$ cat src/rtl/i2c_slave_responder.sv
// I2C target responder: fixed 7-bit address, ACKs every write byte, serves read bytes via tx_req/tx_data.
// Optional input glitch filter enabled by defining I2C_RESP_GLITCH_FILTER_EN.
module i2c_slave_responder #(
    parameter logic [6:0] SLAVE_ADDR  = 7'h22,
    parameter int         SYNC_STAGES = 2
) (
    input  logic       clk_i,
    input  logic       rst_i,
    input  logic       scl_i,
    input  logic       sda_i,
    output logic       sda_o,
    output logic [7:0] rx_data_o,
    output logic       rx_valid_o,
    input  logic [7:0] tx_data_i,
    output logic       tx_req_o,
    output logic       start_o,
    output logic       stop_o,
    output logic       busy_o
);

    typedef enum logic [2:0] {
        IDLE,
        ADDR,
        ADDR_ACK,
        RX,
        RX_ACK,
        TX,
        TX_ACK,
        IGNORE
    } state_t;

    logic [SYNC_STAGES-1:0] scl_sync, sda_sync;
    logic                   scl_raw, sda_raw;
    logic                   scl_s, sda_s;
    logic                   scl_q, sda_q;

    // Bus idles high, so the synchronizers reset to 1 to avoid false edges.
    always_ff @(posedge clk_i or posedge rst_i) begin
        if (rst_i) begin
            scl_sync <= '1;
            sda_sync <= '1;
        end else begin
            scl_sync <= {scl_sync[SYNC_STAGES-2:0], scl_i};
            sda_sync <= {sda_sync[SYNC_STAGES-2:0], sda_i};
        end
    end

    assign scl_raw = scl_sync[SYNC_STAGES-1];
    assign sda_raw = sda_sync[SYNC_STAGES-1];

`ifdef I2C_RESP_GLITCH_FILTER_EN
    logic [1:0] scl_hist, sda_hist;
    logic       scl_held, sda_held;

    // Output follows the input only once the current and two previous samples agree.
    assign scl_s = (scl_raw == scl_hist[0] && scl_raw == scl_hist[1]) ? scl_raw : scl_held;
    assign sda_s = (sda_raw == sda_hist[0] && sda_raw == sda_hist[1]) ? sda_raw : sda_held;

    always_ff @(posedge clk_i or posedge rst_i) begin
        if (rst_i) begin
            scl_hist <= 2'b11;
            sda_hist <= 2'b11;
            scl_held <= 1'b1;
            sda_held <= 1'b1;
        end else begin
            scl_hist <= {scl_hist[0], scl_raw};
            sda_hist <= {sda_hist[0], sda_raw};
            scl_held <= scl_s;
            sda_held <= sda_s;
        end
    end
`else
    assign scl_s = scl_raw;
    assign sda_s = sda_raw;
`endif

    always_ff @(posedge clk_i or posedge rst_i) begin
        if (rst_i) begin
            scl_q <= 1'b1;
            sda_q <= 1'b1;
        end else begin
            scl_q <= scl_s;
            sda_q <= sda_s;
        end
    end

    logic scl_rise, scl_fall, start_det, stop_det;
    assign scl_rise  = scl_s & ~scl_q;
    assign scl_fall  = ~scl_s & scl_q;
    assign start_det = scl_s & sda_q & ~sda_s;
    assign stop_det  = scl_s & ~sda_q & sda_s;

    state_t     state_q, state_d;
    logic [2:0] cnt_q, cnt_d;
    logic [7:0] shift_q, shift_d;
    logic [7:0] rx_data_q, rx_data_d;
    logic       sda_q_o, sda_d_o;
    logic       busy_q, busy_d;
    logic       is_read_q, is_read_d;
    logic       ack_on_q, ack_on_d;
    logic       rx_valid_q, rx_valid_d;
    logic       tx_req_q, tx_req_d;
    logic       start_q, start_d;
    logic       stop_q, stop_d;
    logic [7:0] byte_in;

    assign byte_in = {shift_q[6:0], sda_s};

    always_ff @(posedge clk_i or posedge rst_i) begin
        if (rst_i) begin
            state_q    <= IDLE;
            cnt_q      <= 3'd0;
            shift_q    <= 8'h00;
            rx_data_q  <= 8'h00;
            sda_q_o    <= 1'b1;
            busy_q     <= 1'b0;
            is_read_q  <= 1'b0;
            ack_on_q   <= 1'b0;
            rx_valid_q <= 1'b0;
            tx_req_q   <= 1'b0;
            start_q    <= 1'b0;
            stop_q     <= 1'b0;
        end else begin
            state_q    <= state_d;
            cnt_q      <= cnt_d;
            shift_q    <= shift_d;
            rx_data_q  <= rx_data_d;
            sda_q_o    <= sda_d_o;
            busy_q     <= busy_d;
            is_read_q  <= is_read_d;
            ack_on_q   <= ack_on_d;
            rx_valid_q <= rx_valid_d;
            tx_req_q   <= tx_req_d;
            start_q    <= start_d;
            stop_q     <= stop_d;
        end
    end

    // ack_on marks the second half of an ACK slot: driving low (ADDR_ACK/RX_ACK)
    // or a received master ACK awaiting the next data load (TX_ACK).
    always_comb begin
        state_d    = state_q;
        cnt_d      = cnt_q;
        shift_d    = shift_q;
        rx_data_d  = rx_data_q;
        sda_d_o    = sda_q_o;
        busy_d     = busy_q;
        is_read_d  = is_read_q;
        ack_on_d   = ack_on_q;
        rx_valid_d = 1'b0;
        tx_req_d   = 1'b0;
        start_d    = 1'b0;
        stop_d     = 1'b0;

        if (start_det) begin
            state_d  = ADDR;
            cnt_d    = 3'd0;
            shift_d  = 8'h00;
            sda_d_o  = 1'b1;
            ack_on_d = 1'b0;
            start_d  = 1'b1;
        end else if (stop_det) begin
            state_d  = IDLE;
            cnt_d    = 3'd0;
            sda_d_o  = 1'b1;
            busy_d   = 1'b0;
            ack_on_d = 1'b0;
            stop_d   = 1'b1;
        end else begin
            case (state_q)
                ADDR: begin
                    if (scl_rise) begin
                        shift_d = byte_in;
                        cnt_d   = cnt_q + 3'd1;
                        if (cnt_q == 3'd7) begin
                            if (byte_in[7:1] == SLAVE_ADDR) begin
                                state_d   = ADDR_ACK;
                                is_read_d = byte_in[0];
                            end else begin
                                state_d = IGNORE;
                                busy_d  = 1'b0;
                            end
                        end
                    end
                end
                ADDR_ACK: begin
                    if (scl_rise && ack_on_q && is_read_q) begin
                        tx_req_d = 1'b1;
                    end
                    if (scl_fall) begin
                        if (!ack_on_q) begin
                            sda_d_o  = 1'b0;
                            ack_on_d = 1'b1;
                            busy_d   = 1'b1;
                        end else begin
                            ack_on_d = 1'b0;
                            cnt_d    = 3'd0;
                            if (is_read_q) begin
                                state_d = TX;
                                shift_d = tx_data_i;
                                sda_d_o = tx_data_i[7];
                            end else begin
                                state_d = RX;
                                sda_d_o = 1'b1;
                            end
                        end
                    end
                end
                RX: begin
                    if (scl_rise) begin
                        shift_d = byte_in;
                        cnt_d   = cnt_q + 3'd1;
                        if (cnt_q == 3'd7) begin
                            rx_data_d  = byte_in;
                            rx_valid_d = 1'b1;
                            state_d    = RX_ACK;
                        end
                    end
                end
                RX_ACK: begin
                    if (scl_fall) begin
                        if (!ack_on_q) begin
                            sda_d_o  = 1'b0;
                            ack_on_d = 1'b1;
                        end else begin
                            sda_d_o  = 1'b1;
                            ack_on_d = 1'b0;
                            state_d  = RX;
                        end
                    end
                end
                TX: begin
                    if (scl_rise) begin
                        cnt_d = cnt_q + 3'd1;
                    end else if (scl_fall) begin
                        // Counter has wrapped back to 0 once all eight bits were clocked out.
                        if (cnt_q == 3'd0) begin
                            sda_d_o  = 1'b1;
                            ack_on_d = 1'b0;
                            state_d  = TX_ACK;
                        end else begin
                            shift_d = {shift_q[6:0], 1'b0};
                            sda_d_o = shift_q[6];
                        end
                    end
                end
                TX_ACK: begin
                    if (scl_rise && !ack_on_q) begin
                        if (!sda_s) begin
                            tx_req_d = 1'b1;
                            ack_on_d = 1'b1;
                        end else begin
                            state_d = IGNORE;
                        end
                    end else if (scl_fall && ack_on_q) begin
                        ack_on_d = 1'b0;
                        cnt_d    = 3'd0;
                        shift_d  = tx_data_i;
                        sda_d_o  = tx_data_i[7];
                        state_d  = TX;
                    end
                end
                IDLE, IGNORE: begin
                    sda_d_o = 1'b1;
                end
                default: begin
                    state_d = IDLE;
                    sda_d_o = 1'b1;
                end
            endcase
        end
    end

    assign sda_o      = sda_q_o;
    assign rx_data_o  = rx_data_q;
    assign rx_valid_o = rx_valid_q;
    assign tx_req_o   = tx_req_q;
    assign start_o    = start_q;
    assign stop_o     = stop_q;
    assign busy_o     = busy_q;

endmodule
$ cat config.mk
export PLATFORM = sky130hd
export DESIGN_NAME = i2c_slave_responder
export DESIGN_NICKNAME = d
export VERILOG_FILES = /design/src/rtl/i2c_slave_responder.sv
export SDC_FILE = /design/constraint.sdc
export NUM_CORES = 1
export LEC_CHECK = 0
export BUFFER_PORTS_ARGS = -buffer_cell sky130_fd_sc_hd__buf_2
export CAP_MARGIN = 20
export CORE_UTILIZATION = 57
export CTS_CLUSTER_DIAMETER = 150
export CTS_CLUSTER_SIZE = 16
export DETAILED_ROUTE_END_ITERATION = 10
export HOLD_SLACK_MARGIN = 0.15
export PLACE_DENSITY = 0.79
export SKIP_CTS_REPAIR_TIMING = 1
export SLEW_MARGIN = 20
export SYNTH_ARGS = -nofsm -noshare
export SYNTH_HDL_FRONTEND = slang
export SYNTH_SLANG_ARGS = --single-unit
$ cat constraint.sdc
create_clock -name clk_i -period 2.7 [get_ports clk_i]
set_input_delay 0.135 -clock clk_i [delete_from_list [all_inputs] [get_ports clk_i]]
set_output_delay 0.135 -clock clk_i [all_outputs]
set_load 0.005 [all_outputs]
==> flow_metrics.tcl <==
set metrics [dict create \
    status "finished, final reports clean" \
    synthesized_area_fraction_occupied_by_and_or_nand_nor_cells_pct 23.7 \
    drt_pre_antenna_iters 4 \
    wire_length_of_the_first_global_routing_pass_um 7050 \
    cp_data_required_time_ps 2920 \
    worst-setup-path-type "reg -> reg" \
    worst_setup_path_startpoint "sda_sync[1]$_DFF_PP1_" \
    tightest_slew_ps 628 \
    cts.htree.levels 2 \
    crit_path_max_fanout 11 \
    finalMaxSlewViolations 0 \
    final_layout_size_suffix_gt1_share_pct 30.0 \
    synth-compound-area-share_pct 15.2 \
    die_height_um 61.2 \
    yosys.area_share.adder_pct 1.88 \
    worst_hold_startpoint "tx_data_i[2]" \
    synth_edf_count 0 \
    clk_latency_ps 340 \
    drtAntennaViolNets 0 \
    synth.mux.area_fraction_pct 10.0 \
    cts_sinks 35 \
    finalCriticalPeriod_ps 2110 \
    sequential_share_of_the_synthesized_area_pct 44.4 \
    syn_inst 205 \
    post_synth_xor_area_fraction_pct 0.439 \
    wire_per_inst_um 15.2 \
    worstPathArrival_ps 2340 \
    layout-area-overhead-vs-synth_pct 12.0 \
    cellPowerDensity_nw_per_um2 824 \
    cts_root_buf "sky130_fd_sc_hd__clkbuf_4" \
    yosys_most_used_dff "sky130_fd_sc_hd__dfrtp_1" \
    globalplace.congestion 0.865 \
    path_clk_slew_ps 110 \
    timing.hold.worst.class "in -> reg" \
    total_routed_length_um 4240 \
    p_leak_nw 1.03 \
    maximum_number_of_pins_on_one_net_before_global_route_repair 36 \
    syn_avg_cell_area_um2 9.73 \
    report.final.hold_viol_count 0 \
    drtIter0Drc 112 \
    yosysWarnings 0 \
    place.port_buffers 25 \
    start_kind "flop" \
    drcViolationCount 0 \
    antenna_cells_inserted 0 \
    first_global_vias 1552 \
    number_of_nets_in_the_final_layout 247 \
    achievable-frequency_mhz 473 \
    syn_area_um2 1990 \
    async_flop_share_pct 100 \
    power.ir.vdd_worst_uv 425 \
    timing.final.crit_share_pct 78.3 \
    num_io_pins 26 \
    slew-limit-headroom_pct 58.0 \
    initial_core_util_pct 59.8 \
    post_route_setup_tns_ps 0 \
    synth_cell_types 54 \
    setup_viol 0 \
    grt.total_usage_pct 26.0 \
    via_count 1648 \
    synthesis.nets 220 \
    clock_path_buffers 2 \
    synth-seq-cells 35 \
    setup.worst_path.end_class "flop" \
    grt_overflow 0 \
    number_of_rows_created_at_floorplan 21 \
    design.core.area_um2 3340 \
    worst_r2r_startpoint "sda_sync[1]$_DFF_PP1_" \
    post_drt_via_cell_ratio 5.91 \
    holdWs_ps 199 \
    cts_tree "built" \
    grt_setup_unrepaired "false" \
    synth_top_family_by_area "simple AND/OR/NAND/NOR gates" \
    final.setup_skew_ps 11.3 \
    die_x_um 61.2 \
    die_area_um2 3740 \
    post-dp-hpwl_um 2970 \
    cts-buffers-inserted 5 \
    maxCapViolations 0 \
    grt_antenna_before_repair 0 \
]
sequential cells by signal, indices dropped and copies added (netlist names), 2 cells and up:
| signal | cells |
|---|---|
| sda_sync | 2 |
| state_q | 3 |
| cnt_q | 3 |
| scl_sync | 2 |
| shift_q | 7 |
| rx_data_o | 8 |
path summary, 6_finish.rpt:
| path | endpoint | slack, ps | cells after the start |
|---|---|---|---|
| max in group asynchronous | sda_sync[1]$_DFF_PP1_ | 1920 | 4 |
| hold / removal | shift_q[2]$_DFFE_PP0P_ | 200 | 4 |
| setup reg to reg | rx_data_o[1]$_DFFE_PP0P_ | 590 | 4 |
| hold reg to reg | scl_sync[1]$_DFF_PP1_ | 360 | 0 |
| min in group asynchronous | tx_req_o$_DFF_PP0_ | 440 | 4 |
| setup / recovery | rx_data_o[1]$_DFFE_PP0P_ | 590 | 4 |
cell usage after synthesis, drive strengths merged, types with 2 or more instances:
library cell / count / area share, %
nand2: 32 / 6.0
dfrtp: 28 / 35
mux2: 16 / 9.0
nor2: 13 / 2.6
o21ai: 13 / 3.3
a21oi: 12 / 3.0
buf: 7 / 2.2
dfstp: 7 / 9.2
inv: 6 / 1.1
clkbuf: 5 / 1.0
nand2b: 5 / 2.3
nor3: 5 / 1.3
nor3b: 4 / 1.5
and2: 3 / 1.1
ha: 3 / 1.9
nand3: 3 / 1.0
nor2b: 3 / 0.94
nor4b: 3 / 2.1
o22ai: 3 / 0.94
a211oi: 2 / 0.75
a31oi: 2 / 0.63
and2b: 2 / 0.82
and3: 2 / 0.63
mux2i: 2 / 1.0
nand3b: 2 / 0.75
o211ai: 2 / 0.75
o21a: 2 / 0.75
routing by layer:
layer	global-route usage, %	routed length, um
met5	0	0
met4	8.77	44
met2	39.3	2050
met3	5.88	202
met1	37.1	1940
area by class of cell:
class                      count  area (um^2)
inverter                       6         22.5
fill                         287         1100
timing repair buffer          32          185
clock inverter                 1         5.00
tap                           46         57.6
sequential                    35          885
multi-input combinational    152         1020
clock buffer                   7         55.1
through the flow:
| step | instance area (um^2) | utilization, % | total power, W | std cells | setup slack [ps] |
|---|---|---|---|---|---|
| final | 2230 | 66.9 | 0.00184 | 279 | 585 |
| after global routing | 2230 | 66.9 | 0.00198 | 279 | 460 |
| after CTS | 2200 | 66.0 | 0.00184 | 276 | 570 |
| after detailed placement | 2140 | 64.2 | 0.00154 | 268 | 593 |
| after global placement | 2140 | 64.2 | 0.00152 | 268 | 664 |
| after floorplan | 1990 | - | 0.00137 | 205 | 788 |
kinds of logic after synthesis:
group	after synthesis
AOI/OAI and AO/OA	47
xor gates and xnor gates	1
buffers and inverters	18
muxes	18
DFF	35
adders and majority gates	3
and+or+nand+nor	83
layout by cell type (no fill, tap or decap), types with 4 or more instances in the layout:
master                      n
sky130_fd_sc_hd__mux2_2    16
sky130_fd_sc_hd__nor3_1     5
sky130_fd_sc_hd__a21oi_1   12
sky130_fd_sc_hd__inv_1      6
sky130_fd_sc_hd__dfrtp_1   28
sky130_fd_sc_hd__clkbuf_4   5
sky130_fd_sc_hd__o21ai_0   13
sky130_fd_sc_hd__nor3b_1    4
sky130_fd_sc_hd__nand2_1   32
sky130_fd_sc_hd__nor2_1    12
sky130_fd_sc_hd__buf_4      4
sky130_fd_sc_hd__buf_2     25
sky130_fd_sc_hd__dfstp_2    7
worst max-delay path, cell delays in order (launching register included):
cell and delay (ps):
sky130_fd_sc_hd__dfstp_2 650, sky130_fd_sc_hd__xor2_1 120, sky130_fd_sc_hd__and2_4 220, sky130_fd_sc_hd__nor4b_4 600, sky130_fd_sc_hd__mux2_2 410
report_power, final:
part / switching (W) / internal [W] / leakage [nW]
combinational: 0.000396 / 0.000362 / 0.548
clock: 0.000171 / 0.000126 / 0.0353
sequential: 0.000157 / 0.000627 / 0.447
total: 0.000724 / 0.00112 / 1.03
No activity file was read; power rests on OpenSTA's default activity.
